File: src/rtl/muldiv_sequencer_if.sv
// muldiv_sequencer_if: execute-stage <-> multiply/divide unit bundle.
//   start/op/srca/srcb : MULT/DIV issue and signed operands
//   hiread/loread      : MFHI/MFLO present in execute
//   busy/stall/done    : unit status, stall request, completion pulse
//   hi/lo              : architectural HI/LO registers
// master = pipeline side, slave = the multiply/divide unit.
interface muldiv_sequencer_if #(parameter int WIDTH = 32);
  logic             start;
  logic             op;
  logic [WIDTH-1:0] srca;
  logic [WIDTH-1:0] srcb;
  logic             hiread;
  logic             loread;
  logic             busy;
  logic             stall;
  logic             done;
  logic [WIDTH-1:0] hi;
  logic [WIDTH-1:0] lo;

  modport master (
    output start, op, srca, srcb, hiread, loread,
    input  busy, stall, done, hi, lo
  );

  modport slave (
    input  start, op, srca, srcb, hiread, loread,
    output busy, stall, done, hi, lo
  );
endinterface

File: src/rtl/muldiv_sequencer.sv
// muldiv_sequencer: iterative signed MULT/DIV unit owning HI/LO.
// One bit per clock on operand magnitudes, sign fix-up in a final cycle.
//   clk   : rising-edge clock
//   reset : synchronous active-high reset, aborts any operation
//   bus   : slave side of muldiv_sequencer_if (issue, MFHI/MFLO, status, HI/LO)
// An op accepted on edge 0 keeps busy high for WIDTH+1 cycles; HI/LO and
// done appear together in cycle WIDTH+2.
module muldiv_sequencer #(
  parameter int WIDTH = 32
) (
  input logic               clk,
  input logic               reset,
  muldiv_sequencer_if.slave bus
);

  localparam int CW = $clog2(WIDTH);

  typedef enum logic [1:0] {IDLE, CALC, SIGN} state_t;

  state_t state, state_next;

  logic [CW-1:0]      cnt;
  logic               op_q;      // 0 = MULT, 1 = DIV
  logic               neg_q;     // product / quotient is negative
  logic               rneg_q;    // remainder follows dividend sign
  logic               dz_q;      // divisor was zero
  logic [WIDTH-1:0]   srca_q;    // raw dividend, becomes HI on divide by zero
  logic [2*WIDTH-1:0] acc;       // product accumulator
  logic [2*WIDTH-1:0] mcand;     // multiplicand, shifted left each step
  logic [WIDTH-1:0]   mplier;    // multiplier, consumed LSB first
  logic [WIDTH-1:0]   rem;       // settled remainder (always < divisor)
  logic [WIDTH-1:0]   quot;      // dividend bits leave at MSB, quotient bits enter at LSB
  logic [WIDTH-1:0]   dvsr;
  logic [WIDTH-1:0]   hi_q, lo_q;
  logic               done_q;

  // Unsigned magnitude; the most negative value maps to 2^(WIDTH-1).
  function automatic logic [WIDTH-1:0] mag(input logic [WIDTH-1:0] v);
    return v[WIDTH-1] ? -v : v;
  endfunction

  // Restoring divide step: the WIDTH+1-bit partial remainder minus the
  // divisor always lies in [-dvsr, dvsr-1], so its top bit is the borrow.
  logic [WIDTH:0] rem_sh, trial;
  assign rem_sh = {rem, quot[WIDTH-1]};
  assign trial  = rem_sh - {1'b0, dvsr};

  // Sign fix-up of the finished unsigned results.
  logic [2*WIDTH-1:0] prod_s;
  logic [WIDTH-1:0]   quot_s, rem_s;
  assign prod_s = neg_q  ? -acc  : acc;
  assign quot_s = neg_q  ? -quot : quot;
  assign rem_s  = rneg_q ? -rem  : rem;

  always_ff @(posedge clk) begin
    if (reset) state <= IDLE;
    else       state <= state_next;
  end

  always_comb begin
    state_next = state;
    case (state)
      IDLE:    if (bus.start) state_next = CALC;
      CALC:    if (cnt == CW'(WIDTH-1)) state_next = SIGN;
      SIGN:    state_next = IDLE;
      default: state_next = IDLE;
    endcase
  end

  always_ff @(posedge clk) begin
    if (reset) begin
      cnt    <= '0;
      op_q   <= 1'b0;
      neg_q  <= 1'b0;
      rneg_q <= 1'b0;
      dz_q   <= 1'b0;
      srca_q <= '0;
      acc    <= '0;
      mcand  <= '0;
      mplier <= '0;
      rem    <= '0;
      quot   <= '0;
      dvsr   <= '0;
      hi_q   <= '0;
      lo_q   <= '0;
      done_q <= 1'b0;
    end else begin
      done_q <= 1'b0;
      case (state)
        IDLE: begin
          if (bus.start) begin
            op_q   <= bus.op;
            neg_q  <= bus.srca[WIDTH-1] ^ bus.srcb[WIDTH-1];
            rneg_q <= bus.srca[WIDTH-1];
            dz_q   <= (bus.srcb == '0);
            srca_q <= bus.srca;
            cnt    <= '0;
            acc    <= '0;
            mcand  <= {{WIDTH{1'b0}}, mag(bus.srca)};
            mplier <= mag(bus.srcb);
            rem    <= '0;
            quot   <= mag(bus.srca);
            dvsr   <= mag(bus.srcb);
          end
        end
        CALC: begin
          cnt <= cnt + CW'(1);
          if (!op_q) begin
            if (mplier[0]) acc <= acc + mcand;
            mcand  <= mcand << 1;
            mplier <= mplier >> 1;
          end else begin
            quot <= {quot[WIDTH-2:0], ~trial[WIDTH]};
            rem  <= trial[WIDTH] ? rem_sh[WIDTH-1:0] : trial[WIDTH-1:0];
          end
        end
        SIGN: begin
          done_q <= 1'b1;
          if (!op_q) begin
            hi_q <= prod_s[2*WIDTH-1:WIDTH];
            lo_q <= prod_s[WIDTH-1:0];
          end else if (dz_q) begin
            // Divide by zero: no trap, fixed pattern, no sign correction.
            hi_q <= srca_q;
            lo_q <= '1;
          end else begin
            hi_q <= rem_s;
            lo_q <= quot_s;
          end
        end
        default: ;
      endcase
    end
  end

  assign bus.busy  = (state != IDLE);
  assign bus.stall = bus.busy & (bus.start | bus.hiread | bus.loread);
  assign bus.done  = done_q;
  assign bus.hi    = hi_q;
  assign bus.lo    = lo_q;

endmodule

File: src/flat_wrapper.sv
// flat-port wrapper written by rule: the top's interface ports become plain ports
module muldiv_sequencer_flat 
#(
  parameter int WIDTH = 32
)
  (clk, reset, bus_start, bus_op, bus_srca, bus_srcb, bus_hiread, bus_loread, bus_busy, bus_stall, bus_done, bus_hi, bus_lo);
  muldiv_sequencer_if #(.WIDTH(WIDTH)) bus_i ();
  input logic clk;
  input logic reset;
  input wire logic [$bits(bus_i.start)-1:0] bus_start;
  input wire logic [$bits(bus_i.op)-1:0] bus_op;
  input wire logic [$bits(bus_i.srca)-1:0] bus_srca;
  input wire logic [$bits(bus_i.srcb)-1:0] bus_srcb;
  input wire logic [$bits(bus_i.hiread)-1:0] bus_hiread;
  input wire logic [$bits(bus_i.loread)-1:0] bus_loread;
  output wire logic [$bits(bus_i.busy)-1:0] bus_busy;
  output wire logic [$bits(bus_i.stall)-1:0] bus_stall;
  output wire logic [$bits(bus_i.done)-1:0] bus_done;
  output wire logic [$bits(bus_i.hi)-1:0] bus_hi;
  output wire logic [$bits(bus_i.lo)-1:0] bus_lo;
  assign bus_i.start = bus_start;
  assign bus_i.op = bus_op;
  assign bus_i.srca = bus_srca;
  assign bus_i.srcb = bus_srcb;
  assign bus_i.hiread = bus_hiread;
  assign bus_i.loread = bus_loread;
  assign bus_busy = bus_i.busy;
  assign bus_stall = bus_i.stall;
  assign bus_done = bus_i.done;
  assign bus_hi = bus_i.hi;
  assign bus_lo = bus_i.lo;
  muldiv_sequencer #(.WIDTH(WIDTH)) u_core (.clk(clk), .reset(reset), .bus(bus_i));
endmodule
File: config.mk
export PLATFORM = sky130hd
export DESIGN_NAME = muldiv_sequencer_flat
export DESIGN_NICKNAME = d
export VERILOG_FILES = /design/src/rtl/muldiv_sequencer_if.sv /design/src/rtl/muldiv_sequencer.sv /design/src/flat_wrapper.sv
export SDC_FILE = /design/constraint.sdc
export NUM_CORES = 1
export LEC_CHECK = 0
export BUFFER_PORTS_ARGS = -buffer_cell sky130_fd_sc_hd__clkbuf_2
export CORE_ASPECT_RATIO = 1.4
export CORE_UTILIZATION = 29
export CTS_CLUSTER_SIZE = 12
export DETAILED_ROUTE_END_ITERATION = 8
export PLACE_DENSITY_LB_ADDON = 0.1
export SYNTH_ARGS = -nofsm -noshare
export SYNTH_HDL_FRONTEND = slang
export SYNTH_SLANG_ARGS = --single-unit
File: constraint.sdc
create_clock -name clk -period 8.86 [get_ports clk]
set_clock_uncertainty 0.15 [all_clocks]
set_input_delay 1.772 -clock clk [delete_from_list [all_inputs] [get_ports clk]]
set_output_delay 1.772 -clock clk [all_outputs]
set_load 0.02 [all_outputs]
==> results list <==
* Outcome: finished clean
- Measured along the x axis, the die boundary spans 240 um.
* Cell count after synthesis: 2,992
* Diodes inserted: 0
- Worst slew pin tran: 1.08 ns
- Gates resized during post-CTS repair numbered 0.
- For this run, the total global-route usage over all layers was measured as 0.212.
* Biggest cell delay along the critical path: 0.51 ns
- Setup repair after global routing left no endpoint under its margin.
* FF+latch count, synth: 363
- Of the total power, registers draw 0.398.
- Cell family contributing the most delay on the critical path: compound AO/OA/AOI/OAI gates
- Setup Fix Bufs, Post-CTS: 0
- Power Internal: roughly 3.2 mW
- Number of synthesized flops with an enable pin: 0
* CTS sink cnt: 363
- Number of hold violations in the final report: 0
- Critical path endpoint category: flop
- Post-route cell area: about 26,000 um^2
- Summed over all nets, wire length on met3 after detailed routing comes to 2.68 mm.
* Average cell area after synthesis: 7.70 um^2
* # H-tree levels: 2
* Uppermost signal routing layer after detailed routing: met5
* Number of top-level pins: roughly 140
- In the routed layout, each cell is associated on average with a via count of 5.34.
- Launching element type of the critical path: flop
- Clock share of power: 0.452
- Yosys printed 0 warnings.
* Count of maximum capacitance violations: 0
* Total overflow reported by the global router: 0
- DP Worst Slack: 3.64 ns
- Relative to the synthesized area, the layout overhead comes to 13.5%.
- Clock tree from TritonCTS: done
* Async set-reset flop share out of synthesis: 0
- Primary flip-flop cell chosen by synthesis mapping: dfxtp_1
- The tightest min-delay check is of the reg2reg type.
- Chip Height: 336 um
- Layout cells sized above 1: 0.0941
- Data required time at the worst endpoint: 9.14 ns
- For this design the static power due to leakage is 10.4 nW.
- VDD IR max: 0.158 mV
- Counting along the longest clock path gives a buffer depth of 3.
* Critical path fanouts, max: 30
- The die covers roughly 81,000 um^2.
- Dividing the detail-routed wire length by the instance count gives 21.1 um.
- Power per unit of standard cell area: 171 nW/um^2
- For this configuration, the core starts out at a cell density of 0.292.
* Leading post-synthesis cells by cell area: dfxtp_1 32%, a21oi_1 6.6%, xnor2_1 6.6%
* Number of nets with antenna violations after detailed routing: 0
- Total power: 4.48 mW
- The number of global-route vias before repair was 21.5k.
- Number of nets in the synthesized netlist: 3,166
- Placed inst area: 24,600 um^2
- For this design the total switching power over the nets is 1.31 mW.
- Measured on the finished design, the core utilization comes to 0.331.
- Largest registers: u_core.acc (64), u_core.mcand (64)
* CP Cell Sequence: inv_1 -> ha_1 -> fa_1 -> nor2b_1 -> o21ai_0 -> a21boi_0 -> a211oi_1 -> a211oi_1 -> o21ai_0 -> a21oi_1 -> a211o_1 -> xor2_4 -> buf_4 -> mux2i_1 -> o21ai_0
* Most frequent cells in the layout: 361 x dfxtp_1, 351 x nand2_1, 338 x nor2_1
* Hold-fix buffers at CTS: 0
* Part of the cycle the worst path needs: 0.532
* Setup Crit Path Kind: reg2reg
- The routed layout has 21.8k vias.
- Across all register-to-register paths, the minimum setup slack is 4.14 ns.
- Buffers inserted during clock tree synthesis total 44.
* Cell depth of the worst setup path: 15
* Insertion delay to the later sink of the worst-skew pair: 0.60 ns
- Clock slew at reported path FFs: 0.06 ns
- Of the total power, combinational logic draws 0.150.
- First-pass GRT wire length: around 130 mm
- DRC violations left: 0
- During placement, the flow inserted port buffers numbering 136.
- The routed design could run at a clock period as short as around 4.7 ns.
- Cells on worst reg2reg path: 15
* Count of different cell masters after synthesis: 76
- Summed over all failing endpoints, the final setup total negative slack is 0 ns.
- Peak clock frequency supported by timing: ~210 MHz
- After the first detailed-routing iteration, the DRC count stood at 1,202.
- Clock root cell: clkbuf_16
- Setup violations remaining at the end of the flow were counted as 0.
- The number of antenna violations at the first check in global routing came to 4.
- In the final routing, the length of wire on met1 measures 36.6 mm.
- The slowest stage of the critical path belongs to the cell buf_4.
- Smallest setup slack after layout: 4.14 ns
- Most common cell type on the critical path: o21ai_0
* HPWL after detailed placement: 64.6 mm
- The congestion estimate from routability-driven global placement came to 0.873.
- Most common cell after layout, fill and taps aside: dfxtp_1
- Of the total power, the share spent switching nets is 0.292.
- Relative slew slack: 0.274
- The worst hold path was traced through 2 stages.
* Crit path DAT: 5.00 ns
- Entering global routing, the biggest net connects 90 pins.
- # rows: 122
* Crit path buf inv count: 2
- The floorplan step defined a core boundary enclosing 78,900 um^2.
- Total length of routed wires: 86.2 mm
- The share of the Yosys chip area taken by registers is 0.315.
- Cell accounting for the most synthesized area: dfxtp_1
* Total number of nets in the final design: 3,171
- The share of synthesized area in the top cell type comes to 0.315.
* Netlist area before placement: 23,000 um^2
- Fin. max-slew vios: 0
* Detailed route wirelength on metal2: around 42 mm
- The first detailed-routing pass took 5 iterations.
-- cells in the mapped netlist, types with 70 or more instances --
library cell  instances
ha_1                102
clkbuf_1            183
a21oi_1             303
dfxtp_1             363
inv_1                70
xnor2_1             173
xor2_1               88
nand2_1             352
nor2_1              343
o21ai_0             158
a211oi_1             82
a22oi_1              70
-- per-layer routing --
| metal | vias to the layer above | track usage |
|---|---|---|
| li1 | 10760 | - |
| met1 | 10487 | 0.252 |
| met2 | 374 | 0.371 |
| met3 | 155 | 0.0248 |
| met4 | 8 | 0.107 |
| met5 | - | 0 |
-- final cells by class --
cell class	instances	area [um^2]
Tap cell	1054	1320
Sequential cell	363	7270
Inverter	71	267
Timing Repair Buffer	162	886
Clock buffer	63	1290
Multi-Input combinational cell	2355	14800
Clock inverter	14	288
Fill cell	8405	52800
-- power by group through the flow --
stage / Combinational (mW) / Clock, mW / Sequential, mW
6_report: 0.673 / 2.03 / 1.78
5_1_grt: 0.747 / 2.14 / 1.79
4_1_cts: 0.679 / 2.09 / 1.78
3_5_place_dp: 0.674 / 0 / 1.82
3_3_place_gp: 0.673 / 0 / 1.82
2_1_floorplan: 0.484 / 0 / 1.78
-- path summary, 6_finish.rpt --
kind	start	to
max	u_core.quot[31]$_SDFFE_PP0P_	u_core.rem[18]$_SDFFE_PP0P_
min	u_core.bus.lo[31]$_SDFFE_PP0P_	u_core.bus.lo[31]$_SDFFE_PP0P_
min reg2reg	u_core.bus.lo[31]$_SDFFE_PP0P_	u_core.bus.lo[31]$_SDFFE_PP0P_
max reg2reg	u_core.quot[31]$_SDFFE_PP0P_	u_core.rem[18]$_SDFFE_PP0P_
-- per-stage QoR --
step / hold slack, ns / instances
after detailed placement: 0.297 / 4005
after floorplan: 0.279 / 2992
after global routing: 0.323 / 4082
final: 0.300 / 4082
after global placement: 0.291 / 4005
after CTS: 0.305 / 4082
-- cell families after synthesis --
logic type,share of synthesized area
compound gates,0.273
xor+xnor,0.0992
fa+ha+maj,0.0571
buf+inv,0.0448
flops,0.315
mux,0.0190
simple gates,0.192
-- tightest hold or removal path: cells and delay by family, from the launching register on --
kind	cells	cell delay (ns)
and+or+nand+nor	1	0.05
AOI/OAI and AO/OA	1	0.05
DFF	1	0.30
Note: power is estimated with default switching activity, not from simulation.
